### config.mk
export PLATFORM = sky130hd
export DESIGN_NAME = id1_stage_ctrl_flat
export DESIGN_NICKNAME = d
export VERILOG_FILES = /design/src/rtl/id1_stage_ctrl_if.sv /design/src/rtl/id1_stage_ctrl.sv /design/src/flat_wrapper.sv
export SDC_FILE = /design/constraint.sdc
export NUM_CORES = 1
export LEC_CHECK = 0
export BUFFER_PORTS_ARGS = -buffer_cell sky130_fd_sc_hd__clkbuf_2
export CAP_MARGIN = 10
export CORE_AREA = 2 2 39 41
export DETAILED_ROUTE_END_ITERATION = 16
export DIE_AREA = 0 0 41 43
export SLEW_MARGIN = 10
export SYNTH_ARGS = -nofsm -noshare
export SYNTH_HDL_FRONTEND = slang
export SYNTH_SLANG_ARGS = --single-unit
### constraint.sdc
create_clock -name clk -period 0.8 [get_ports clk]
set_input_delay 0.04 -clock clk [delete_from_list [all_inputs] [get_ports clk]]
set_output_delay 0.04 -clock clk [all_outputs]
set_load 0.1 [all_outputs]
### src/rtl/id1_stage_ctrl_if.sv
// ID1->EX1 boundary bundle: ID1/EX1 status into the stage controller, ACT/hold/kill back out.
// Latency: none; this is a pure signal grouping.
// Backpressure: carried by ex1_busy (EX1 refuses) and id1_stall (ID1 holds).
interface id1_stage_ctrl_if;
  // Decoded instruction sitting in ID1
  logic       id1_valid;
  logic [4:0] id1_rs1;
  logic [4:0] id1_rs2;
  logic       id1_use_rs1;
  logic       id1_use_rs2;
  // Instruction currently occupying EX1
  logic       ex1_valid;
  logic [4:0] ex1_rd;
  logic       ex1_is_load;
  logic       ex1_busy;
  // Redirect from branch/exception resolution
  logic       flush;
  // Controls produced by the stage controller
  logic       id1_act;
  logic       ex1_valid_o;
  logic       id1_stall;
  logic       id1_kill;

  // Pipeline side: supplies status, consumes controls
  modport master (
    output id1_valid, id1_rs1, id1_rs2, id1_use_rs1, id1_use_rs2,
    output ex1_valid, ex1_rd, ex1_is_load, ex1_busy, flush,
    input  id1_act, ex1_valid_o, id1_stall, id1_kill
  );

  // Controller side
  modport slave (
    input  id1_valid, id1_rs1, id1_rs2, id1_use_rs1, id1_use_rs2,
    input  ex1_valid, ex1_rd, ex1_is_load, ex1_busy, flush,
    output id1_act, ex1_valid_o, id1_stall, id1_kill
  );
endinterface

### src/rtl/id1_stage_ctrl.sv
// ID1->EX1 stage controller: ACT strobe, EX1 valid, ID1 hold/kill; sequences load-use bubbles,
// EX1 back-pressure holds and redirect squashes. Outputs are Mealy (0 cycles); state registered.
// Backpressure: ex1_busy drops ACT and holds ID1; flush overrides busy. Optional perf counters
// are built when ID1_PERF_CNT_EN is defined.
module id1_stage_ctrl #(
  parameter int LU_LATENCY   = 1,   // bubbles per load-use hazard (1..7)
  parameter int FLUSH_CYCLES = 1    // cycles ID1 is killed after a redirect (1..7)
`ifdef ID1_PERF_CNT_EN
  , parameter int CNT_W      = 32   // perf counter width
`endif
) (
  input  logic                 clk,
  input  logic                 rst_n,
  id1_stage_ctrl_if.slave      bus
`ifdef ID1_PERF_CNT_EN
  , input  logic               perf_clr,
  output logic [CNT_W-1:0]     perf_stall,
  output logic [CNT_W-1:0]     perf_bubble
`endif
);

  typedef enum logic [1:0] {
    S_RUN   = 2'd0,
    S_LU    = 2'd1,
    S_HOLD  = 2'd2,
    S_FLUSH = 2'd3
  } state_t;

  // The first bubble is issued from RUN, so LU only needs LU_LATENCY-1 more cycles.
  localparam logic [2:0] LU_RELOAD = (LU_LATENCY > 1) ? 3'(LU_LATENCY - 2) : 3'd0;
  // The redirect cycle itself kills once; FLUSH covers the remaining FLUSH_CYCLES-1.
  localparam logic [2:0] FL_RELOAD = (FLUSH_CYCLES > 1) ? 3'(FLUSH_CYCLES - 1) : 3'd0;

  state_t     state, state_nxt;
  logic [2:0] cnt, cnt_nxt;
  logic       haz;
  logic       act, vld_o, stall, kill;

  // Load-use hazard: ID1 reads a non-zero register that the load in EX1 has not produced yet
  always_comb begin
    haz = bus.id1_valid & bus.ex1_valid & bus.ex1_is_load & (bus.ex1_rd != 5'd0) &
          ((bus.id1_use_rs1 & (bus.id1_rs1 == bus.ex1_rd)) |
           (bus.id1_use_rs2 & (bus.id1_rs2 == bus.ex1_rd)));
  end

  // Next-state and Mealy outputs; priority flush > busy > state action > hazard > issue
  always_comb begin
    state_nxt = state;
    cnt_nxt   = cnt;
    act       = 1'b1;
    vld_o     = 1'b0;
    stall     = 1'b0;
    kill      = 1'b0;

    if (bus.flush) begin
      // Squash ID1; ACT stays high so EX1 captures a bubble even if it reports busy
      kill      = 1'b1;
      cnt_nxt   = FL_RELOAD;
      state_nxt = (FLUSH_CYCLES > 1) ? S_FLUSH : S_RUN;
    end else if (bus.ex1_busy) begin
      // EX1 cannot take anything: hold ID1, freeze cnt, drop any pending LU/FLUSH work
      act       = 1'b0;
      stall     = 1'b1;
      state_nxt = S_HOLD;
    end else begin
      unique case (state)
        S_LU: begin
          // Keep feeding bubbles until the load result is forwardable
          stall = 1'b1;
          if (cnt == 3'd0) state_nxt = S_RUN;
          else             cnt_nxt   = cnt - 3'd1;
        end
        S_FLUSH: begin
          // cnt holds the number of FLUSH cycles still owed, this one included
          kill = 1'b1;
          if (cnt != 3'd0) cnt_nxt = cnt - 3'd1;
          if (cnt <= 3'd1) state_nxt = S_RUN;
        end
        default: begin
          // RUN, and HOLD once busy clears: ordinary issue or a fresh hazard bubble
          state_nxt = S_RUN;
          if (haz) begin
            stall = 1'b1;
            if (LU_LATENCY > 1) begin
              state_nxt = S_LU;
              cnt_nxt   = LU_RELOAD;
            end
          end else begin
            vld_o = bus.id1_valid;
          end
        end
      endcase
    end

    // While reset is asserted the outputs are forced regardless of state
    if (!rst_n) begin
      act   = 1'b0;
      vld_o = 1'b0;
      stall = 1'b0;
      kill  = 1'b1;
    end
  end

  // State and sequencing counter
  always_ff @(posedge clk or negedge rst_n) begin
    if (!rst_n) begin
      state <= S_RUN;
      cnt   <= 3'd0;
    end else begin
      state <= state_nxt;
      cnt   <= cnt_nxt;
    end
  end

  // Drive controls onto the bundle
  always_comb begin
    bus.id1_act     = act;
    bus.ex1_valid_o = vld_o;
    bus.id1_stall   = stall;
    bus.id1_kill    = kill;
  end

`ifdef ID1_PERF_CNT_EN
  logic bubble_evt;

  // A bubble is an ACT that writes an invalid entry for any reason other than a redirect
  always_comb begin
    bubble_evt = act & ~vld_o & ~bus.flush;
  end

  // Saturating perf counters; clear wins over increment
  always_ff @(posedge clk or negedge rst_n) begin
    if (!rst_n) begin
      perf_stall  <= '0;
      perf_bubble <= '0;
    end else if (perf_clr) begin
      perf_stall  <= '0;
      perf_bubble <= '0;
    end else begin
      if (stall && (perf_stall != '1))
        perf_stall <= perf_stall + 1'b1;
      if (bubble_evt && (perf_bubble != '1))
        perf_bubble <= perf_bubble + 1'b1;
    end
  end
`endif

endmodule

### src/flat_wrapper.sv
// flat-port wrapper written by rule: the top's interface ports become plain ports
module id1_stage_ctrl_flat 
#(
  parameter int LU_LATENCY   = 1,                                        
  parameter int FLUSH_CYCLES = 1                                                   

)
  (clk, rst_n, bus_id1_valid, bus_id1_rs1, bus_id1_rs2, bus_id1_use_rs1, bus_id1_use_rs2, bus_ex1_valid, bus_ex1_rd, bus_ex1_is_load, bus_ex1_busy, bus_flush, bus_id1_act, bus_ex1_valid_o, bus_id1_stall, bus_id1_kill);
  id1_stage_ctrl_if bus_i ();
  input  logic clk;
  input  logic rst_n;
  input wire logic [$bits(bus_i.id1_valid)-1:0] bus_id1_valid;
  input wire logic [$bits(bus_i.id1_rs1)-1:0] bus_id1_rs1;
  input wire logic [$bits(bus_i.id1_rs2)-1:0] bus_id1_rs2;
  input wire logic [$bits(bus_i.id1_use_rs1)-1:0] bus_id1_use_rs1;
  input wire logic [$bits(bus_i.id1_use_rs2)-1:0] bus_id1_use_rs2;
  input wire logic [$bits(bus_i.ex1_valid)-1:0] bus_ex1_valid;
  input wire logic [$bits(bus_i.ex1_rd)-1:0] bus_ex1_rd;
  input wire logic [$bits(bus_i.ex1_is_load)-1:0] bus_ex1_is_load;
  input wire logic [$bits(bus_i.ex1_busy)-1:0] bus_ex1_busy;
  input wire logic [$bits(bus_i.flush)-1:0] bus_flush;
  output wire logic [$bits(bus_i.id1_act)-1:0] bus_id1_act;
  output wire logic [$bits(bus_i.ex1_valid_o)-1:0] bus_ex1_valid_o;
  output wire logic [$bits(bus_i.id1_stall)-1:0] bus_id1_stall;
  output wire logic [$bits(bus_i.id1_kill)-1:0] bus_id1_kill;
  assign bus_i.id1_valid = bus_id1_valid;
  assign bus_i.id1_rs1 = bus_id1_rs1;
  assign bus_i.id1_rs2 = bus_id1_rs2;
  assign bus_i.id1_use_rs1 = bus_id1_use_rs1;
  assign bus_i.id1_use_rs2 = bus_id1_use_rs2;
  assign bus_i.ex1_valid = bus_ex1_valid;
  assign bus_i.ex1_rd = bus_ex1_rd;
  assign bus_i.ex1_is_load = bus_ex1_is_load;
  assign bus_i.ex1_busy = bus_ex1_busy;
  assign bus_i.flush = bus_flush;
  assign bus_id1_act = bus_i.id1_act;
  assign bus_ex1_valid_o = bus_i.ex1_valid_o;
  assign bus_id1_stall = bus_i.id1_stall;
  assign bus_id1_kill = bus_i.id1_kill;
  id1_stage_ctrl #(.LU_LATENCY(LU_LATENCY), .FLUSH_CYCLES(FLUSH_CYCLES)) u_core (.clk(clk), .rst_n(rst_n), .bus(bus_i));
endmodule
## Word-level counts from Yosys, hierarchy flattened

Cells that the tools add are included.

| word-level totals | value |
|---|---|
| flip-flop bits (word level) | 5 |
| bits of input ports | 24 |
| output and inout port bits | 4 |
| logic and storage cells | 54 |

| cells by class | value |
|---|---|
| add/sub/neg operators | 1 |
| $lt $le $gt $ge | 1 |
| equality and inequality tests | 9 |
| mux-type cells | 27 |
| bitwise logic cells | 7 |
| reduce and logical (&&, ||, !) cells | 7 |

Operators by type and width:

| kind | count |
|---|---|
| 1-bit 2-to-1 mux | 16 |
| 3-bit 2-to-1 mux | 4 |
| 5-bit equality test | 2 |
| 2-bit 2-to-1 mux | 4 |
| 4-bit by 3-bit != test with 1-bit output (second input constant) | 2 |
| 1-bit AND | 6 |
| 3-bit case mux with 2 select lines | 1 |
| 3-bit nonzero test | 2 |
| 5-bit nonzero test | 1 |
| 2-bit case mux with 2 select lines | 1 |
| 4-bit AND reduction | 1 |
| 3-bit by 1-bit <= comparator with 1-bit output (second input constant) | 1 |
| 3-bit logical NOT | 1 |
| 3-bit by 2-bit != test with 1-bit output (second input constant) | 1 |
| 3-bit != test (second input constant) | 1 |
| 3-bit by 1-bit subtractor with 3-bit output (second input constant) | 1 |
| 2-bit by 1-bit equality test with 1-bit output (second input constant) | 1 |
| 2-bit equality test (second input constant) | 1 |
| 2-bit by 1-bit != test with 1-bit output (second input constant) | 1 |
| 1-bit case mux with 2 select lines | 1 |
| 2-bit AND reduction | 1 |
| 2-bit OR reduction | 1 |
| 1-bit bitwise OR | 1 |

## Longest topological paths before layout

Gate-level depths: netlist (run 1).

| depth | value |
|---|---|
| depth after elaboration | 9 |
| mapped depth | 4 |
| depth with buffers taken out | 4 |

## Least setup slack after synthesis (run 1)

Ideal clock, no wire load.

| timing | value |
|---|---|
| path kind | input -> output |
| from | input bus_flush |
| to | output bus_id1_act |
| arrival time | 2246 ps |
| slack | -1486 ps |
| cell stages on the path | 2 |
| path buffers | 0 |
| path through | inv_1 -> a21boi_0 |

| on the way | value |
|---|---|
| word-level cells in the longest chain between the ends | 2 |

RTL lines:

| item | line | RTL |
|---|---|---|
| start: declaration | flat_wrapper.sv:21 | `input wire logic [$bits(bus_i.flush)-1:0] bus_flush;` |
| 1-bit 2-to-1 mux | id1_stage_ctrl.sv:55 | `if (bus.flush) begin` |
| 1-bit 2-to-1 mux | id1_stage_ctrl.sv:96 | `if (!rst_n) begin` |
| end: declaration | flat_wrapper.sv:22 | `output wire logic [$bits(bus_i.id1_act)-1:0] bus_id1_act;` |

No other way between the ends.

## Final worst setup path (run 1)

| timing | value |
|---|---|
| from | input bus_ex1_rd[3] |
| to | output bus_ex1_valid_o |

| on the way | value |
|---|---|
| word-level cells in the longest chain between the ends | 9 |
| elaborated cells on any way between the ends | 13 |
| those cells by class | eq/ne: 2; mux: 5; bitwise: 5; reduce/logical: 1 |

RTL lines:

| item | line | RTL |
|---|---|---|
| start: declaration | flat_wrapper.sv:18 | `input wire logic [$bits(bus_i.ex1_rd)-1:0] bus_ex1_rd;` |
| 5-bit equality test (on tied branches) | id1_stage_ctrl.sv:42, id1_stage_ctrl.sv:43 |  |
| 1-bit AND (on tied branches) | id1_stage_ctrl.sv:42, id1_stage_ctrl.sv:43 |  |
| 1-bit bitwise OR | id1_stage_ctrl.sv:42 | `((bus.id1_use_rs1 & (bus.id1_rs1 == bus.ex1_rd)) \|` |
| 1-bit AND (*) | id1_stage_ctrl.sv:41 | `haz = bus.id1_valid & bus.ex1_valid & bus.ex1_is_load & (bus.ex1_rd != 5'd0) &` |
| 1-bit 2-to-1 mux (*) | id1_stage_ctrl.sv:82 | `if (haz) begin` |
| 1-bit 2-to-1 mux (*) | id1_stage_ctrl.sv:66 | `unique case (state)` |
| 1-bit 2-to-1 mux (*) | id1_stage_ctrl.sv:60 | `end else if (bus.ex1_busy) begin` |
| 1-bit 2-to-1 mux (*) | id1_stage_ctrl.sv:55 |  |
| 1-bit 2-to-1 mux (*) | id1_stage_ctrl.sv:96 |  |
| end: declaration | flat_wrapper.sv:23 | `output wire logic [$bits(bus_i.ex1_valid_o)-1:0] bus_ex1_valid_o;` |

Every way passes the cells marked *; elsewhere a longest branch is shown, timed or not.

==> results.txt, run 1 <==
layout cell share with drive strength beyond 1 - 68.42%
WL/cell - 8.548 µm
area grow syn2layout - 180.4%
drc violations - 0
first-pass GRT wire length - 1.014 mm
slew margin rel. - 85.52%
Clock buffer cells - 0
syn avg cell area - 7.090 µm²
unrepaired setup endpoints after global routing - yes
Worst Hold Launch - bus_ex1_busy
minimum clock period after layout - 1.115 ns
Initial Util - 13.83%
Slew Viols, Final - 0
Syn Nets - 51
Worst-Margin Slew - 0.2165 ns
FF/Latch Area - 0 µm²
IO Count - 28
vias in the first global route - 285
remaining antenna violation count - 0
sequential cells - 0
dpl ws - -0.2934 ns
total number of yosys warnings - 0
Final setup viols - 2
largest net degree at the start of global routing - 4
die height - 43 µm
final worst slack - -0.3148 ns
# diodes - 0
Initial DRT Pass Iterations - 1
num rows - 14
Synth top area share - 45.75%
hold depth - 3
WHS Endpoint - bus_ex1_valid_o
Final GP Congestion - 0.5964
Core Region - 1384 µm²
GRT overflow - 0
endpoint type of the worst setup path - output port
Total Die Area - 1763 µm²
routed vias/inst - 4.000
I/O Buffers - 27
maximum vdd drop - 0.1833 mV
final worst path period share - 139.3%
Max Clock Freq - 897.0 MHz
static leakage power - 0.2428 nW
TNS Setup - -0.5371 ns
Fin. Hold Viols - 0
status - finished, violations left
vias - 292
sequential share of the synthesized area - 0%
WP data arrival - 1.07 ns
Total Routing Usage GR - 7.608%
hpwl dp - 553.1 µm
die width - 41 µm
failing checks - negative setup slack
top post-synthesis cells by area - xnor2_1, a211oi_2, nand4_1
Final nets - 83
pwr/cell area - 614.5 nW/µm²
Synth Instances - 27
DRT Wirelength - 624 µm
WS Path Type - in -> out
Post-Synthesis Cell Area - 191.4 µm²
Yosys cell types - 14
initial antenna violation count - 0
Startpoint Class - input port
DRT iter0 DRCs - 0
max_cap viols - 0
Worst EP required - 0.76 ns
crit-path max FO - 3
Min-Delay Path Class - in -> out
Yosys top cell by area - xnor2_1
==> area by class of cell <==
type                       count  area (µm²)
timing repair buffer          30       270.3
fill                         152       847.1
inverter                       2       7.507
tap                           16       20.02
multi-input combinational     25       239.0
==> critical path, cell delays in order <==
cell and delay (ns):
clkbuf_16 0.13, xnor2_4 0.11, nand4_1 0.10, o22ai_2 0.10
buf_4 0.14, a211oi_4 0.23, buf_12 0.21
==> Yosys cell counts, drive strengths merged <==
cell type / number
a21boi: 1
xnor2: 10
a22o: 1
nor3: 1
nand4: 2
nand2: 3
nor2b: 1
a211oi: 1
o22ai: 1
nand3: 1
nor2: 1
a21oi: 1
and2: 1
inv: 2
==> how the worst max path moves through the flow <==
stage	startpoint	endpoint	slack, ns	cells past startpoint
floorplan	bus_id1_rs2[4]	bus_ex1_valid_o	-0.48	4
global placement	bus_ex1_rd[4]	bus_id1_stall	-0.28	6
detailed placement	bus_ex1_rd[4]	bus_id1_stall	-0.29	6
CTS	bus_id1_rs1[4]	bus_id1_stall	-0.28	6
global route	bus_ex1_rd[3]	bus_ex1_valid_o	-0.37	7
finish	bus_ex1_rd[3]	bus_ex1_valid_o	-0.31	7
==> timing repair <==
item	CTS	global route
setup buffers	0	1
resized for setup	10	4
hold buffers	0	0
setup endpoints to repair	2	2
pin swaps	9	1
==> report_power, final <==
group / switching (mW) / internal [mW]
clock: 0 / 0
sequential: 0 / 0
combinational: 0.157 / 0.173
==> stage by stage <==
stage	utilization (%)	hold slack (ns)	instance area [µm²]	total power, mW	cells
3_3_place_gp	31.37	0.4331	434.2	0.2776	72
3_5_place_dp	31.37	0.4405	434.2	0.2794	72
4_1_cts	36.98	0.4412	511.7	0.3186	72
5_1_grt	38.79	0.4533	536.8	0.3517	73
2_1_floorplan	-	0.1826	203.9	0.1478	27
6_report	38.79	0.4329	536.8	0.3298	73
==> layer usage <==
layer | GRT usage, % | vias up | share of wire (%)
li1 | - | 152 | -
met1 | 7.962 | 123 | 31
met2 | 15.94 | 17 | 58
met3 | 0 | 0 | 11
met4 | 0 | 0 | 0
met5 | 0 | - | 0
==> cells by family (layout without fill, tap and decap cells) <==
logic type / Yosys count / count (layout) / synth area share (%)
AOI/OAI and AO/OA: 5 / 5 / 24.18
xor gates and xnor gates: 10 / 10 / 45.75
buffers and inverters: 2 / 32 / 3.923
and+or+nand+nor: 10 / 10 / 26.14
==> cells in the final DEF, fill, tap and decap left out, drive strengths merged <==
| cell | Yosys | layout |
|---|---|---|
| nand4 | 2 | 2 |
| buf | 0 | 8 |
| nand2 | 3 | 3 |
| nor2 | 1 | 1 |
| nor3 | 1 | 1 |
| nand3 | 1 | 1 |
| a21boi | 1 | 1 |
| xnor2 | 10 | 10 |
| o22ai | 1 | 1 |
| inv | 2 | 2 |
| a22o | 1 | 1 |
| a21oi | 1 | 1 |
| clkbuf | 0 | 22 |
| a211oi | 1 | 1 |
| nor2b | 1 | 1 |
| and2 | 1 | 1 |
No activity file was read; power rests on OpenSTA's default activity.
==> run 2: changes to the inputs <==
Settings changed: PLACE_DENSITY set to 0.56.
==> run 2 against run 1 <==
  * Largest power group unchanged
  * Clock-buffer cell count unchanged
  * Fmax increased by 3.3%
  * Combinational power about the same
  * Total power down 0.13%
  * Setup slack improved by 0.036 ns
  * Highest routed layer unchanged
  * Largest cell class unchanged
  * Core utilization decreased by 0.72 points
  * Global-route usage fell by 0.19 points
  * Hold slack improved by 0.00071 ns
  * Wire length rose by 1.3%
  * The run still ends with negative setup slack left
==> results.txt, run 2 (synthesized netlist as in run 1, its figures left out) <==
status - finished, violations left
failing checks - negative setup slack
Worst Hold Launch - bus_ex1_busy
# diodes - 0 (unchanged)
layout cell share with drive strength beyond 1 - 71.43% (+3.0 points)
most common cell after layout, fill and taps aside - clkbuf_2
FF/Latch Area - 0 µm² (unchanged)
CP peak stage delay - 0.25 ns (+0.02 ns)
endpoint type of the worst setup path - output port
CP startpoint - bus_ex1_rd[3]
vias - 294 (+0.68%)
crit-path max FO - 3 (unchanged)
Total Routing Usage GR - 7.415% (-0.19 points)
die width - 41 µm (unchanged)
Startpoint Class - input port
delay-heaviest family, CP - compound AO/OA/AOI/OAI gates
routed vias/inst - 4.083 (+2.1%)
Min-Delay Path Class - in -> out
drc violations - 0 (unchanged)
number of hold buffers added after cts - 0 (unchanged)
slew margin rel. - 85.16% (-0.36 points)
Initial DRT Pass Iterations - 1 (unchanged)
Slew Viols, Final - 0 (unchanged)
largest net degree at the start of global routing - 4 (unchanged)
Tot Pwr - 0.3294 mW (-0.13%)
Initial Util - 13.83% (unchanged)
Total Die Area - 1763 µm² (unchanged)
hold depth - 3 (unchanged)
first-pass GRT wire length - 1.007 mm (-0.69%)
WL/cell - 8.778 µm (+2.7%)
Core Region - 1384 µm² (unchanged)
Max Clock Freq - 927.0 MHz (+3.3%)
vias in the first global route - 296 (+3.9%)
sequential cells - 0 (unchanged)
Final setup viols - 2 (unchanged)
die height - 43 µm (unchanged)
critical path's slowest cell - o22ai_2
WS Path Type - in -> out
maximum vdd drop - 0.2052 mV (+12%)
DRT Wirelength - 632 µm (+1.3%)
Final nets - 82 (-1.2%)
initial antenna violation count - 0 (unchanged)
WP data arrival - 1.04 ns (-0.03 ns)
Worst EP required - 0.76 ns (about the same)
Non-Filler Cell Area, Final - 526.8 µm² (-1.9%)
Fin. Hold Viols - 0 (unchanged)
critical-path cell list - buf_8 > xnor2_2 > nand4_1 > o22ai_2 > a22o_2 > buf_12
unrepaired setup endpoints after global routing - yes
GRT overflow - 0 (unchanged)
DRT iter0 DRCs - 0 (unchanged)
I/O Buffers - 27 (unchanged)
area grow syn2layout - 175.2%
num rows - 14 (unchanged)
static leakage power - 0.2435 nW (+0.30%)
IO Count - 28 (unchanged)
commonest cells after routing, fill and taps aside - clkbuf_2, xnor2_2, xnor2_1, buf_8, buf_12
remaining antenna violation count - 0 (unchanged)
final worst slack - -0.2787 ns (+0.03606 ns)
Final GP Congestion - 0.6876 (+15%)
minimum clock period after layout - 1.079 ns (-0.03606 ns)
Worst-Margin Slew - 0.2219 ns (+0.005440 ns)
Placed Area - 434.2 µm² (unchanged)
WHS Endpoint - bus_ex1_valid_o
Clock buffer cells - 0 (unchanged)
max_cap viols - 0 (unchanged)
final worst path period share - 134.8% (-4.5 points)
pwr/cell area - 625.3 nW/µm² (+1.8%)
Buf/Inv on CP - 2 (-1)
run 2: cell count changes in the layout (fill, tap and decap cells not counted), sizes merged:
cell	change
clkbuf	-3
buf	+2
run 2: how the worst max path moves through the flow:
stage                            to  slack, ns  cells after the start
global route          bus_id1_stall      -0.33                      6
floorplan           bus_ex1_valid_o      -0.48                      4
finish                bus_id1_stall      -0.28                      6
detailed placement    bus_id1_stall      -0.31                      6
CTS                   bus_id1_stall      -0.27                      6
global placement      bus_id1_stall      -0.29                      6
run 2: area by class of cell:
type,count,area (µm²)
fillers,146,857.1
inverters,2,7.507
multi-input cells,25,249.0
repair buffers,29,250.2
well taps,16,20.02
run 2: timing repair:
| action | CTS | global route |
|---|---|---|
| resized for setup | 10 | 6 |
| endpoints found under the hold margin | 0 | 0 |
| pin swaps | 9 | 5 |
| setup buffers | 0 | 0 |
| setup endpoints to repair | 2 | 2 |
| gates cloned | 0 | 0 |
run 2: through the flow:
stage	util [%]	hold WS, ns	instances	setup TNS [ns]	worst slack (ns)
finish	38.07	0.4336	72	-0.4840	-0.2787
global route	38.07	0.4504	72	-0.5749	-0.3291
CTS	36.71	0.4380	72	-0.5013	-0.2738
detailed placement	31.37	0.4373	72	-0.5629	-0.3066
global placement	31.37	0.4313	72	-0.5226	-0.2912
floorplan	-	0.1826	27	-0.8918	-0.4831
run 2: per-layer routing:
layer	wire length, µm	global-route usage (%)	part of all wire (%)
met5	0	0	0
met4	0	0	0
met3	81	0	13
met2	342	15.31	54
met1	207	7.987	33
run 2: where the power goes:
part	total [mW]	internal, mW	leakage [nW]	switching, mW
clock network	0	0	0	0
logic	0.329	0.169	0.243	0.160
registers	0	0	0	0
==> run 3: changes to the inputs <==
Settings changed: ABC_AREA set to 1, PLACE_DENSITY 0.56 to 0.63.
==> run 3 against run 2 <==
  * The run still ends with negative setup slack left
  * Critical path type unchanged
  * Core utilization grew 9.8 points
  * Critical endpoint is now bus_ex1_valid_o
  * Area after synthesis increased by 41%
  * Setup slack improved by 0.079 ns
  * Sequential share of layout area stayed put
  * Cell area is 26% higher
  * Sequential cell count unchanged
==> results.txt, run 3 <==
total number of yosys warnings - 0 (unchanged)
drc violations - 0 (unchanged)
status - finished, violations left
Fillers - 155 (+6.2%)
pwr/cell area - 569.4 nW/µm² (-8.9%)
Max Clock Freq - 1000 MHz (+7.9%)
Non-Filler Cell Area, Final - 661.9 µm² (+26%)
hold depth - 3 (unchanged)
slew margin rel. - 89.60% (+4.4 points)
maximum vdd drop - 0.2472 mV (+20%)
crit-path max FO - 3 (unchanged)
sequential share of the synthesized area - 0% (unchanged)
DRT Wirelength - 926 µm (+47%)
area grow syn2layout - 146.0%
GRT overflow - 0 (unchanged)
Worst EP required - 0.76 ns (about the same)
Clock buffer cells - 0 (unchanged)
num rows - 14 (unchanged)
routed vias/inst - 4.093 (+0.23%)
Startpoint Class - input port
FF/Latch Area - 0 µm² (unchanged)
die height - 43 µm (unchanged)
Final GP Congestion - 0.7790 (+13%)
Post-Synthesis Cell Area - 269.0 µm² (+41%)
Worst-Margin Slew - 0.1551 ns (-0.06679 ns)
WP data arrival - 0.96 ns (-0.08 ns)
failing checks - negative setup slack
IO Count - 28 (unchanged)
Total Die Area - 1763 µm² (unchanged)
Synth Instances - 65 (+140%)
first-pass GRT wire length - 1.421 mm (+41%)
largest net degree at the start of global routing - 6 (+2)
Slew Viols, Final - 0 (unchanged)
Syn Nets - 89 (+75%)
top post-synthesis cells by area - nand2_1, inv_1, nor2_1
WL/cell - 8.574 µm (-2.3%)
endpoint type of the worst setup path - output port
max_cap viols - 0 (unchanged)
most common cell after layout, fill and taps aside - nand2_1
DRT iter0 DRCs - 7 (+7)
vias - 442 (+50%)
WS Path Type - in -> out
unrepaired setup endpoints after global routing - yes
initial antenna violation count - 0 (unchanged)
most frequent cell after synthesis - nand2_1
Yosys cell types - 10 (-4)
vias in the first global route - 386 (+30%)
Core Region - 1384 µm² (unchanged)
number of hold buffers added after cts - 0 (unchanged)
Final nets - 118 (+44%)
Synth top area share - 41.86% (-3.9 points)
Fin. Hold Viols - 0 (unchanged)
Total Routing Usage GR - 10.79% (+3.4 points)
die width - 41 µm (unchanged)
I/O Buffers - 27 (unchanged)
layout cell share with drive strength beyond 1 - 58.70% (-13 points)
list of most frequent post-synthesis cells - nand2_1, inv_1, nor2_1, inv_2, nand3_1
syn avg cell area - 4.139 µm² (-42%)
# diodes - 0 (unchanged)
hpwl dp - 788.1 µm
Yosys top cell by area - nand2_1
final worst path period share - 125.0% (-9.8 points)
final worst slack - -0.1999 ns (+0.07878 ns)
Placed Area - 543.0 µm² (+25%)
static leakage power - 0.3850 nW (+58%)
commonest cells after routing, fill and taps aside - nand2_1, clkbuf_2, nand2_2, inv_1, nor2_1
Initial Util - 19.44% (+5.6 points)
Tot Pwr - 0.3769 mW (+14%)
remaining antenna violation count - 0 (unchanged)
Min-Delay Path Class - in -> out
Final setup viols - 2 (unchanged)
sequential cells - 0 (unchanged)
Initial DRT Pass Iterations - 2 (+1)
postcts setup bufs - 0 (unchanged)
minimum clock period after layout - 0.9999 ns (-0.07878 ns)
-- run 3: changes by cell type after synthesis, sizes merged --
cell,change
nand2,+29
inv,+14
xnor2,-10
nor2,+9
nand3,+2
a211oi,-1
a22o,-1
and2,-1
nor2b,-1
nor3,-1
o22ai,-1
-- run 3: area by class of cell --
| class | count | area (µm²) | share of cell area [%] |
|---|---|---|---|
| inverter | 16 | 90.09 | 13.61 |
| timing repair buffer | 27 | 284.0 | 42.91 |
| multi-input combinational | 49 | 267.8 | 40.45 |
| tap | 16 | 20.02 | 3.025 |
-- run 3: report_power, final --
group,leakage (nW),total [mW],switching [mW],internal [mW]
Combinational,0.385,0.377,0.201,0.175
Clock,0,0,0,0
Sequential,0,0,0,0
Total,0.385,0.377,0.201,0.175
-- run 3: repair_timing --
action | CTS | global route
gates cloned | 0 | 0
setup endpoints to repair | 2 | 2
pin swaps | 12 | 15
gates resized for setup | 13 | 16
-- run 3: metrics by stage --
stage	worst slack [ns]	instances	utilization [%]	hold WS, ns	TNS [ns]
6_report	-0.1999	108	47.83	0.4080	-0.3907
5_1_grt	-0.2697	108	47.83	0.4266	-0.5306
4_1_cts	-0.2337	108	44.76	0.4102	-0.4241
3_5_place_dp	-0.2783	108	39.24	0.4102	-0.5434
3_3_place_gp	-0.2599	108	39.24	0.4139	-0.4929
2_1_floorplan	-0.2517	65	-	0.2604	-0.7101
-- run 3: worst max-delay path, stage by stage --
cell	delay, ns
clkbuf_16	0.13
inv_8	0.05
nand2_2	0.05
nand2_2	0.06
nor2_2	0.04
nand3_1	0.05
nand2_1	0.07
nand2_2	0.09
nand2_2	0.08
nor2_4	0.12
buf_12	0.18
-- run 3: per-layer routing --
metal  vias to the layer above  share of wire (%)  global-route usage [%]
li1                        248                  -                       -
met1                       183                 41                   14.87
met2                        11                 54                   19.06
met3                         0                4.8                       0
met4                         0                  0                       0
met5                         -                  0                       0
-- run 3: final timing paths --
kind                           to  slack [ns]           from
hold / removal        bus_id1_act        0.41   bus_ex1_busy
setup / recovery  bus_ex1_valid_o       -0.20  bus_ex1_rd[4]
-- run 3: cell families (layout without fill, tap and decap cells) --
logic type             after synthesis  count (layout)  synth area share [%]
AO/OA/AOI/OAI                        2               2                 6.048
buffers and inverters               16              43                 22.33
AND/OR/NAND/NOR                     47              47                 71.63
